<file path="src/rtl/seven_seg_scan_if.sv">
// Display-side bus of the seven-segment scan controller: load handshake, shared decoder
// hookup and the segment/anode drive.
interface seven_seg_scan_if #(
   parameter int unsigned NUM_DIGITS = 4
);
   logic                      en;
   logic                      blank_lz;
   logic                      load_valid;
   logic                      load_ready;
   logic [4*NUM_DIGITS-1:0]   load_data;
   logic [3:0]                dec_bcd;
   logic [6:0]                dec_seg;
   logic [6:0]                seg;
   logic [NUM_DIGITS-1:0]     an;
   logic                      frame_done;

   // Master is the host plus the external decoder; slave is the scan controller.
   modport master (
      output en, blank_lz, load_valid, load_data, dec_seg,
      input  load_ready, dec_bcd, seg, an, frame_done
   );

   modport slave (
      input  en, blank_lz, load_valid, load_data, dec_seg,
      output load_ready, dec_bcd, seg, an, frame_done
   );
endinterface

</file>
<file path="src/rtl/seven_seg_scan_ctrl.sv">
// Time-multiplexed scan controller for an N-digit common-anode seven-segment display,
// with a one-word pending buffer that is applied only at frame boundaries.
module seven_seg_scan_ctrl #(
   parameter int unsigned NUM_DIGITS  = 4,
   parameter int unsigned REFRESH_DIV = 50000,
   parameter int unsigned DEAD_CYCLES = 2,
   parameter logic [6:0]  BLANK_SEG   = 7'h7F
) (
   input logic             clk,
   input logic             rst_n,
   seven_seg_scan_if.slave bus
);

   localparam int unsigned IdxW   = (NUM_DIGITS > 1) ? $clog2(NUM_DIGITS) : 1;
   localparam int unsigned CntMax = (REFRESH_DIV > DEAD_CYCLES) ? REFRESH_DIV : DEAD_CYCLES;
   localparam int unsigned CntW   = (CntMax > 1) ? $clog2(CntMax) : 1;
   localparam int unsigned DataW  = 4 * NUM_DIGITS;

   localparam logic [IdxW-1:0] LastIdx     = IdxW'(NUM_DIGITS - 1);
   localparam logic [CntW-1:0] RefreshLast = CntW'(REFRESH_DIV - 1);
   localparam logic [CntW-1:0] DeadLast    = CntW'(DEAD_CYCLES - 1);

   typedef enum logic [1:0] {StOff, StDead, StOn} state_e;

   state_e                  state_q;
   logic [IdxW-1:0]         idx_q;
   logic [CntW-1:0]         cnt_q;
   logic [DataW-1:0]        disp_q;
   logic [DataW-1:0]        pend_q;
   logic                    pend_vld_q;
   logic [NUM_DIGITS-1:0]   an_q;
   logic [6:0]              seg_q;
   logic                    fd_q;

   logic [3:0]              cur_digit;
   logic                    cur_blank;
   logic [NUM_DIGITS-1:0]   an_on;
   logic                    zero_run;
   logic                    accept;
   logic                    wrap;

   // Walk from the top digit down so zero_run tracks "this digit and all above are 0".
   always_comb begin
      cur_digit = 4'd0;
      cur_blank = 1'b0;
      an_on     = '1;
      zero_run  = bus.blank_lz;
      for (int i = NUM_DIGITS - 1; i >= 0; i--) begin
         zero_run = zero_run && (disp_q[4*i +: 4] == 4'd0);
         if (idx_q == IdxW'(i)) begin
            cur_digit = disp_q[4*i +: 4];
            cur_blank = zero_run && (i > 0);
            an_on[i]  = 1'b0;
         end
      end
   end

   assign accept = bus.load_valid && !pend_vld_q;
   assign wrap   = bus.en && (state_q == StOn) && (cnt_q == RefreshLast) && (idx_q == LastIdx);

   assign bus.load_ready = ~pend_vld_q;
   assign bus.dec_bcd    = cur_digit;
   assign bus.seg        = seg_q;
   assign bus.an         = an_q;
   assign bus.frame_done = fd_q;

   always_ff @(posedge clk or negedge rst_n) begin
      if (!rst_n) begin
         state_q    <= StOff;
         idx_q      <= '0;
         cnt_q      <= '0;
         disp_q     <= '0;
         pend_q     <= '0;
         pend_vld_q <= 1'b0;
         an_q       <= '1;
         seg_q      <= BLANK_SEG;
         fd_q       <= 1'b0;
      end else begin
         // Drive registers reflect the state being left, hence the one-cycle lag.
         an_q  <= (state_q == StOn) ? an_on : '1;
         seg_q <= ((state_q == StOn) && !cur_blank) ? bus.dec_seg : BLANK_SEG;
         fd_q  <= wrap;

         // Accept and apply are exclusive: accept needs an empty buffer, apply a full one.
         if (accept) begin
            pend_q     <= bus.load_data;
            pend_vld_q <= 1'b1;
         end else if (pend_vld_q && (wrap || (state_q == StOff))) begin
            disp_q     <= pend_q;
            pend_vld_q <= 1'b0;
         end

         if (!bus.en) begin
            state_q <= StOff;
            idx_q   <= '0;
            cnt_q   <= '0;
         end else begin
            unique case (state_q)
               StOff: begin
                  state_q <= StDead;
                  cnt_q   <= '0;
               end
               StDead: begin
                  if (cnt_q == DeadLast) begin
                     state_q <= StOn;
                     cnt_q   <= '0;
                  end else begin
                     cnt_q <= cnt_q + 1'b1;
                  end
               end
               StOn: begin
                  if (cnt_q == RefreshLast) begin
                     state_q <= StDead;
                     cnt_q   <= '0;
                     idx_q   <= (idx_q == LastIdx) ? '0 : idx_q + 1'b1;
                  end else begin
                     cnt_q <= cnt_q + 1'b1;
                  end
               end
               default: state_q <= StOff;
            endcase
         end
      end
   end

endmodule

</file>
<file path="src/flat_wrapper.sv">
// flat-port wrapper written by rule: the top's interface ports become plain ports
module seven_seg_scan_ctrl_flat 
#(
   parameter int unsigned NUM_DIGITS  = 4,
   parameter int unsigned REFRESH_DIV = 50000,
   parameter int unsigned DEAD_CYCLES = 2,
   parameter logic [6:0]  BLANK_SEG   = 7'h7F
)
  (clk, rst_n, bus_en, bus_blank_lz, bus_load_valid, bus_load_data, bus_dec_seg, bus_load_ready, bus_dec_bcd, bus_seg, bus_an, bus_frame_done);
  seven_seg_scan_if #(.NUM_DIGITS(NUM_DIGITS)) bus_i ();
  input logic clk;
  input logic rst_n;
  input wire logic [$bits(bus_i.en)-1:0] bus_en;
  input wire logic [$bits(bus_i.blank_lz)-1:0] bus_blank_lz;
  input wire logic [$bits(bus_i.load_valid)-1:0] bus_load_valid;
  input wire logic [$bits(bus_i.load_data)-1:0] bus_load_data;
  input wire logic [$bits(bus_i.dec_seg)-1:0] bus_dec_seg;
  output wire logic [$bits(bus_i.load_ready)-1:0] bus_load_ready;
  output wire logic [$bits(bus_i.dec_bcd)-1:0] bus_dec_bcd;
  output wire logic [$bits(bus_i.seg)-1:0] bus_seg;
  output wire logic [$bits(bus_i.an)-1:0] bus_an;
  output wire logic [$bits(bus_i.frame_done)-1:0] bus_frame_done;
  assign bus_i.en = bus_en;
  assign bus_i.blank_lz = bus_blank_lz;
  assign bus_i.load_valid = bus_load_valid;
  assign bus_i.load_data = bus_load_data;
  assign bus_i.dec_seg = bus_dec_seg;
  assign bus_load_ready = bus_i.load_ready;
  assign bus_dec_bcd = bus_i.dec_bcd;
  assign bus_seg = bus_i.seg;
  assign bus_an = bus_i.an;
  assign bus_frame_done = bus_i.frame_done;
  seven_seg_scan_ctrl #(.NUM_DIGITS(NUM_DIGITS), .REFRESH_DIV(REFRESH_DIV), .DEAD_CYCLES(DEAD_CYCLES), .BLANK_SEG(BLANK_SEG)) u_core (.clk(clk), .rst_n(rst_n), .bus(bus_i));
endmodule
</file>
<file path="config.mk">
export PLATFORM = sky130hd
export DESIGN_NAME = seven_seg_scan_ctrl_flat
export DESIGN_NICKNAME = d
export VERILOG_FILES = /design/src/rtl/seven_seg_scan_if.sv /design/src/rtl/seven_seg_scan_ctrl.sv /design/src/flat_wrapper.sv
export SDC_FILE = /design/constraint.sdc
export NUM_CORES = 1
export LEC_CHECK = 0
export CAP_MARGIN = 20
export CORE_AREA = 3 3 85 87
export CTS_CLUSTER_DIAMETER = 40
export DETAILED_ROUTE_END_ITERATION = 10
export DIE_AREA = 0 0 88 90
export PLACE_DENSITY = 0.83
export SYNTH_ARGS = -nofsm -noshare
export SYNTH_HDL_FRONTEND = slang
export SYNTH_SLANG_ARGS = --single-unit
</file>
<file path="constraint.sdc">
create_clock -name clk -period 2 [get_ports clk]
set_input_delay 0.4 -clock clk [delete_from_list [all_inputs] [get_ports clk]]
set_output_delay 0.4 -clock clk [all_outputs]
set_load 0.02 [all_outputs]
</file>
==> impl_metrics.env, run 1 <==
export IMPL_grt_pass1_vias=2526
export IMPL_reg2reg_from="u_core.cnt_q[0]"
export IMPL_syn_area_sq_mm=0.003211
export IMPL_dpl_instance_area_sq_mm=0.003986
export IMPL_drt_pre_antenna_iters=4
export IMPL_rsz0062_at_grt="true"
export IMPL_synth_enable_flop_cells=0
export IMPL_setup_viol=4
export IMPL_hold_buffers=0
export IMPL_start_kind="flip-flop"
export IMPL_cpPeakStageDelay_ns=0.41
export IMPL_synthCells=296
export IMPL_placement_io_buffers=44
export IMPL_muxShareOfSynthArea=0.1270
export IMPL_grt_max_degree=66
export IMPL_fin_crit_ns=2.080
export IMPL_htree_levels=3
export IMPL_fin_area_sq_mm=0.004305
export IMPL_cp_end_kind="primary output"
export IMPL_clk_latency_ns=0.34
export IMPL_finalClockSkew_ns=0.009436
export IMPL_die_w_um=88
export IMPL_synth_top_cell_area_share=0.4209
export IMPL_coreArea_sq_mm=0.006422
export IMPL_cts_sinks=65
export IMPL_root_buffer="clkbuf_8"
export IMPL_synth_xor_area_frac=0.005456
export IMPL_cp_max_fo=6
export IMPL_layout_drive_gt1_share=0.3632
export IMPL_synth_most_common_cell="dfrtp_1"
export IMPL_worst_ep_arrival_time_ns=1.68
export IMPL_grt_ovfl_total=0
export IMPL_synthArstFlopShare=1.000
export IMPL_drv_cap=0
export IMPL_p_leak_nw=1.855
export IMPL_worstRegToRegCells=6
export IMPL_wl_per_cell_um=15.60
export IMPL_place_hpwl_um=4856
export IMPL_seq_area_frac_synth=0.5109
export IMPL_drt_vias_per_instance=5.527
export IMPL_route_vias_total=2526
export IMPL_ir_drop_v=0.0009447
export IMPL_routed_wl_um=7131
export IMPL_fin_ws_ns=-0.08045
export IMPL_synth_top_family_by_area="simple AND/OR/NAND/NOR gates"
export IMPL_clk_pin_slew_ns=0.07
export IMPL_ys_ff_latch=65
export IMPL_die_h_um=90
export IMPL_design_die_area_sq_mm=0.007920
export IMPL_reg2reg_to="u_core.idx_q[0]"
export IMPL_netlist_top_cells_area="dfrtp_1, dfstp_2, mux2_2, nand2_1, mux2_4"
export IMPL_cp_data_required_time_ns=1.60
export IMPL_finish_utilization=0.6704
export IMPL_avgSynthCellArea_sq_um=10.85
export IMPL_ant_nets=0
export IMPL_rows=29
export IMPL_synthAdderAreaFrac=0.03897
export IMPL_netlist_top_cells_count="dfrtp_1, nand2_1, mux2_2"
export IMPL_synth_simple_area_share=0.1824
export IMPL_finalHoldViolCount=0
export IMPL_crit_end="bus_dec_bcd[3]"
export IMPL_antenna_found_initial=0
export IMPL_worstSetupPathType="reg -> out"
export IMPL_max_freq_mhz=480.7
export IMPL_synth_fp_nets=334
export IMPL_cp_top_family="flip-flops"
export IMPL_slew_violations=0
export IMPL_synth_warning_count=0
export IMPL_post_route_drc_count=0
export IMPL_synth_ff_type="dfrtp_1"
export IMPL_routabilityCongestion=0.8236
export IMPL_crit_chain="inv_2 -> ha_4 -> buf_6 -> nand2_2 -> a21oi_2 -> a21oi_2 -> o21ai_1 -> buf_4"
export IMPL_finalNetCount=413
export IMPL_worstSetupStartpoint="u_core.idx_q[0]"
export IMPL_syn_to_final_growth_pct=34.10
export IMPL_worst_slew_pin_slew_ns=0.3349
export IMPL_start_util=0.4999
export IMPL_fin_crit_sh=1.040
export IMPL_cts_buffer_depth=2
export IMPL_synth_compound_area_frac=0.1044
export IMPL_crit_top_cell="a21oi_2"
export IMPL_violations="setup timing"
export IMPL_cp_depth=8
export IMPL_track_usage=0.1910
export IMPL_reg2reg_slack_ns=0.08
export IMPL_insertedDiodeCount=0
export IMPL_pin_count=45
export IMPL_p_per_area_mw_per_mm2=1078
export IMPL_status="finished with violations"
export IMPL_crit_slowest_cell="dfrtp_1"
export IMPL_worst_path_buf_inv=3
export IMPL_synth_top_cell_by_area="dfrtp_1"
export IMPL_synth_cell_type_count=46
export IMPL_numCtsBuffers=9
export IMPL_grt_pass1_wl_um=11720
export IMPL_cts_tree="done"
export IMPL_hp_class="in -> async"
export IMPL_drt_iter0_drc=153
export IMPL_relSlewSlack=0.7767
## final cells by class
type	count	area [sq um]
well taps	77	96.34
inverters	10	37.54
flip-flops and latches	65	1642
repair buffers	82	772.0
fillers	468	2117
multi-input cells	207	1587
clock inverters	7	47.55
clock buffers	9	123.9
## through the flow
stage	power (W)	hold slack [ns]	cells	setup TNS [ns]	worst slack [ns]
floorplan	0.003033	0.1044	296	0	0.002574
global placement	0.003615	0.4357	437	-0.6926	-0.1749
detailed placement	0.003701	0.4408	437	-0.9102	-0.2350
CTS	0.004661	0.06212	457	-0.04978	-0.01530
global route	0.004905	0.07343	457	-0.5796	-0.1543
finish	0.004640	0.05486	457	-0.2547	-0.08045
## worst register-to-register path, stage by stage, from the launching register on
cell and delay [ns]:
dfrtp_1 0.36, ha_2 0.19, nand3_2 0.09, or3_4 0.38, or3_4 0.37, or3_1 0.31
a21boi_1 0.14
## logic make-up (layout without fill, tap and decap cells)
logic type                 Yosys count  after routing
AOI/OAI and AO/OA                   49             49
and+or+nand+nor                    113            113
DFF                                 65             65
muxes                               33             33
xor gates and xnor gates             2              2
buffers and inverters               24            108
adders and majority gates           10             10
## what timing repair did
action,CTS,global route
pin swaps,4,4
gates cloned,0,0
buffers inserted,4,0
endpoints found under the setup margin,4,25
resized for setup,37,15
## state kept, by name, indices dropped and copies added (netlist names)
register / flops
u_core.bus.frame_done: 1
u_core.bus.an: 4
u_core.pend_q: 16
u_core.bus.seg: 7
u_core.pend_vld_q: 1
u_core.idx_q: 2
u_core.disp_q: 16
u_core.state_q: 2
u_core.cnt_q: 16
## worst min path at each step
stage	start	endpoint
after floorplan	rst_n	u_core.bus.frame_done
after global placement	rst_n	u_core.cnt_q[6]
after detailed placement	rst_n	u_core.cnt_q[2]
after CTS	rst_n	u_core.cnt_q[6]
after global routing	rst_n	u_core.cnt_q[6]
final	rst_n	u_core.cnt_q[6]
## placed cells by master (no fill, tap or decap), types with 6 or more instances in the layout
master	synthesis	layout
mux2_2	22	22
nand2_1	44	41
clkbuf_8	0	9
nor2_1	11	11
o21ai_0	11	6
clkdlybuf4s50_1	0	39
nor3_1	7	6
mux2_4	10	10
a21oi_2	0	7
o221ai_1	10	10
dfrtp_1	54	53
or2_2	8	8
nand3_1	7	7
dfstp_2	11	11
inv_1	10	9
buf_4	0	35
## routing by layer
layer	wire length, um	part of all wire	global-route usage
met1	3066	0.43	0.2343
met2	3624	0.51	0.3097
met3	276	0.039	0.03473
met4	163	0.023	0.1087
met5	0	0	0
## power breakdown
part           internal [W]  switching, W  total, W
Clock              0.000445      0.000518  0.000963
Combinational      0.000940      0.000708   0.00165
Sequential          0.00173      0.000299   0.00203
Total               0.00312       0.00152   0.00464
Note: power is estimated with default switching activity, not from simulation.
==> run 2, diff against run 1 <==
--- a/config.mk
+++ b/config.mk
@@ -5,7 +5,7 @@
 export SDC_FILE = /design/constraint.sdc
 export NUM_CORES = 1
 export LEC_CHECK = 0
-export CAP_MARGIN = 20
+export CAP_MARGIN = 5
 export CORE_AREA = 3 3 85 87
 export CTS_CLUSTER_DIAMETER = 40
 export DETAILED_ROUTE_END_ITERATION = 10
==> results of run 2 <==
No change in the layout: final DEF, timing and power equal those of run 1.
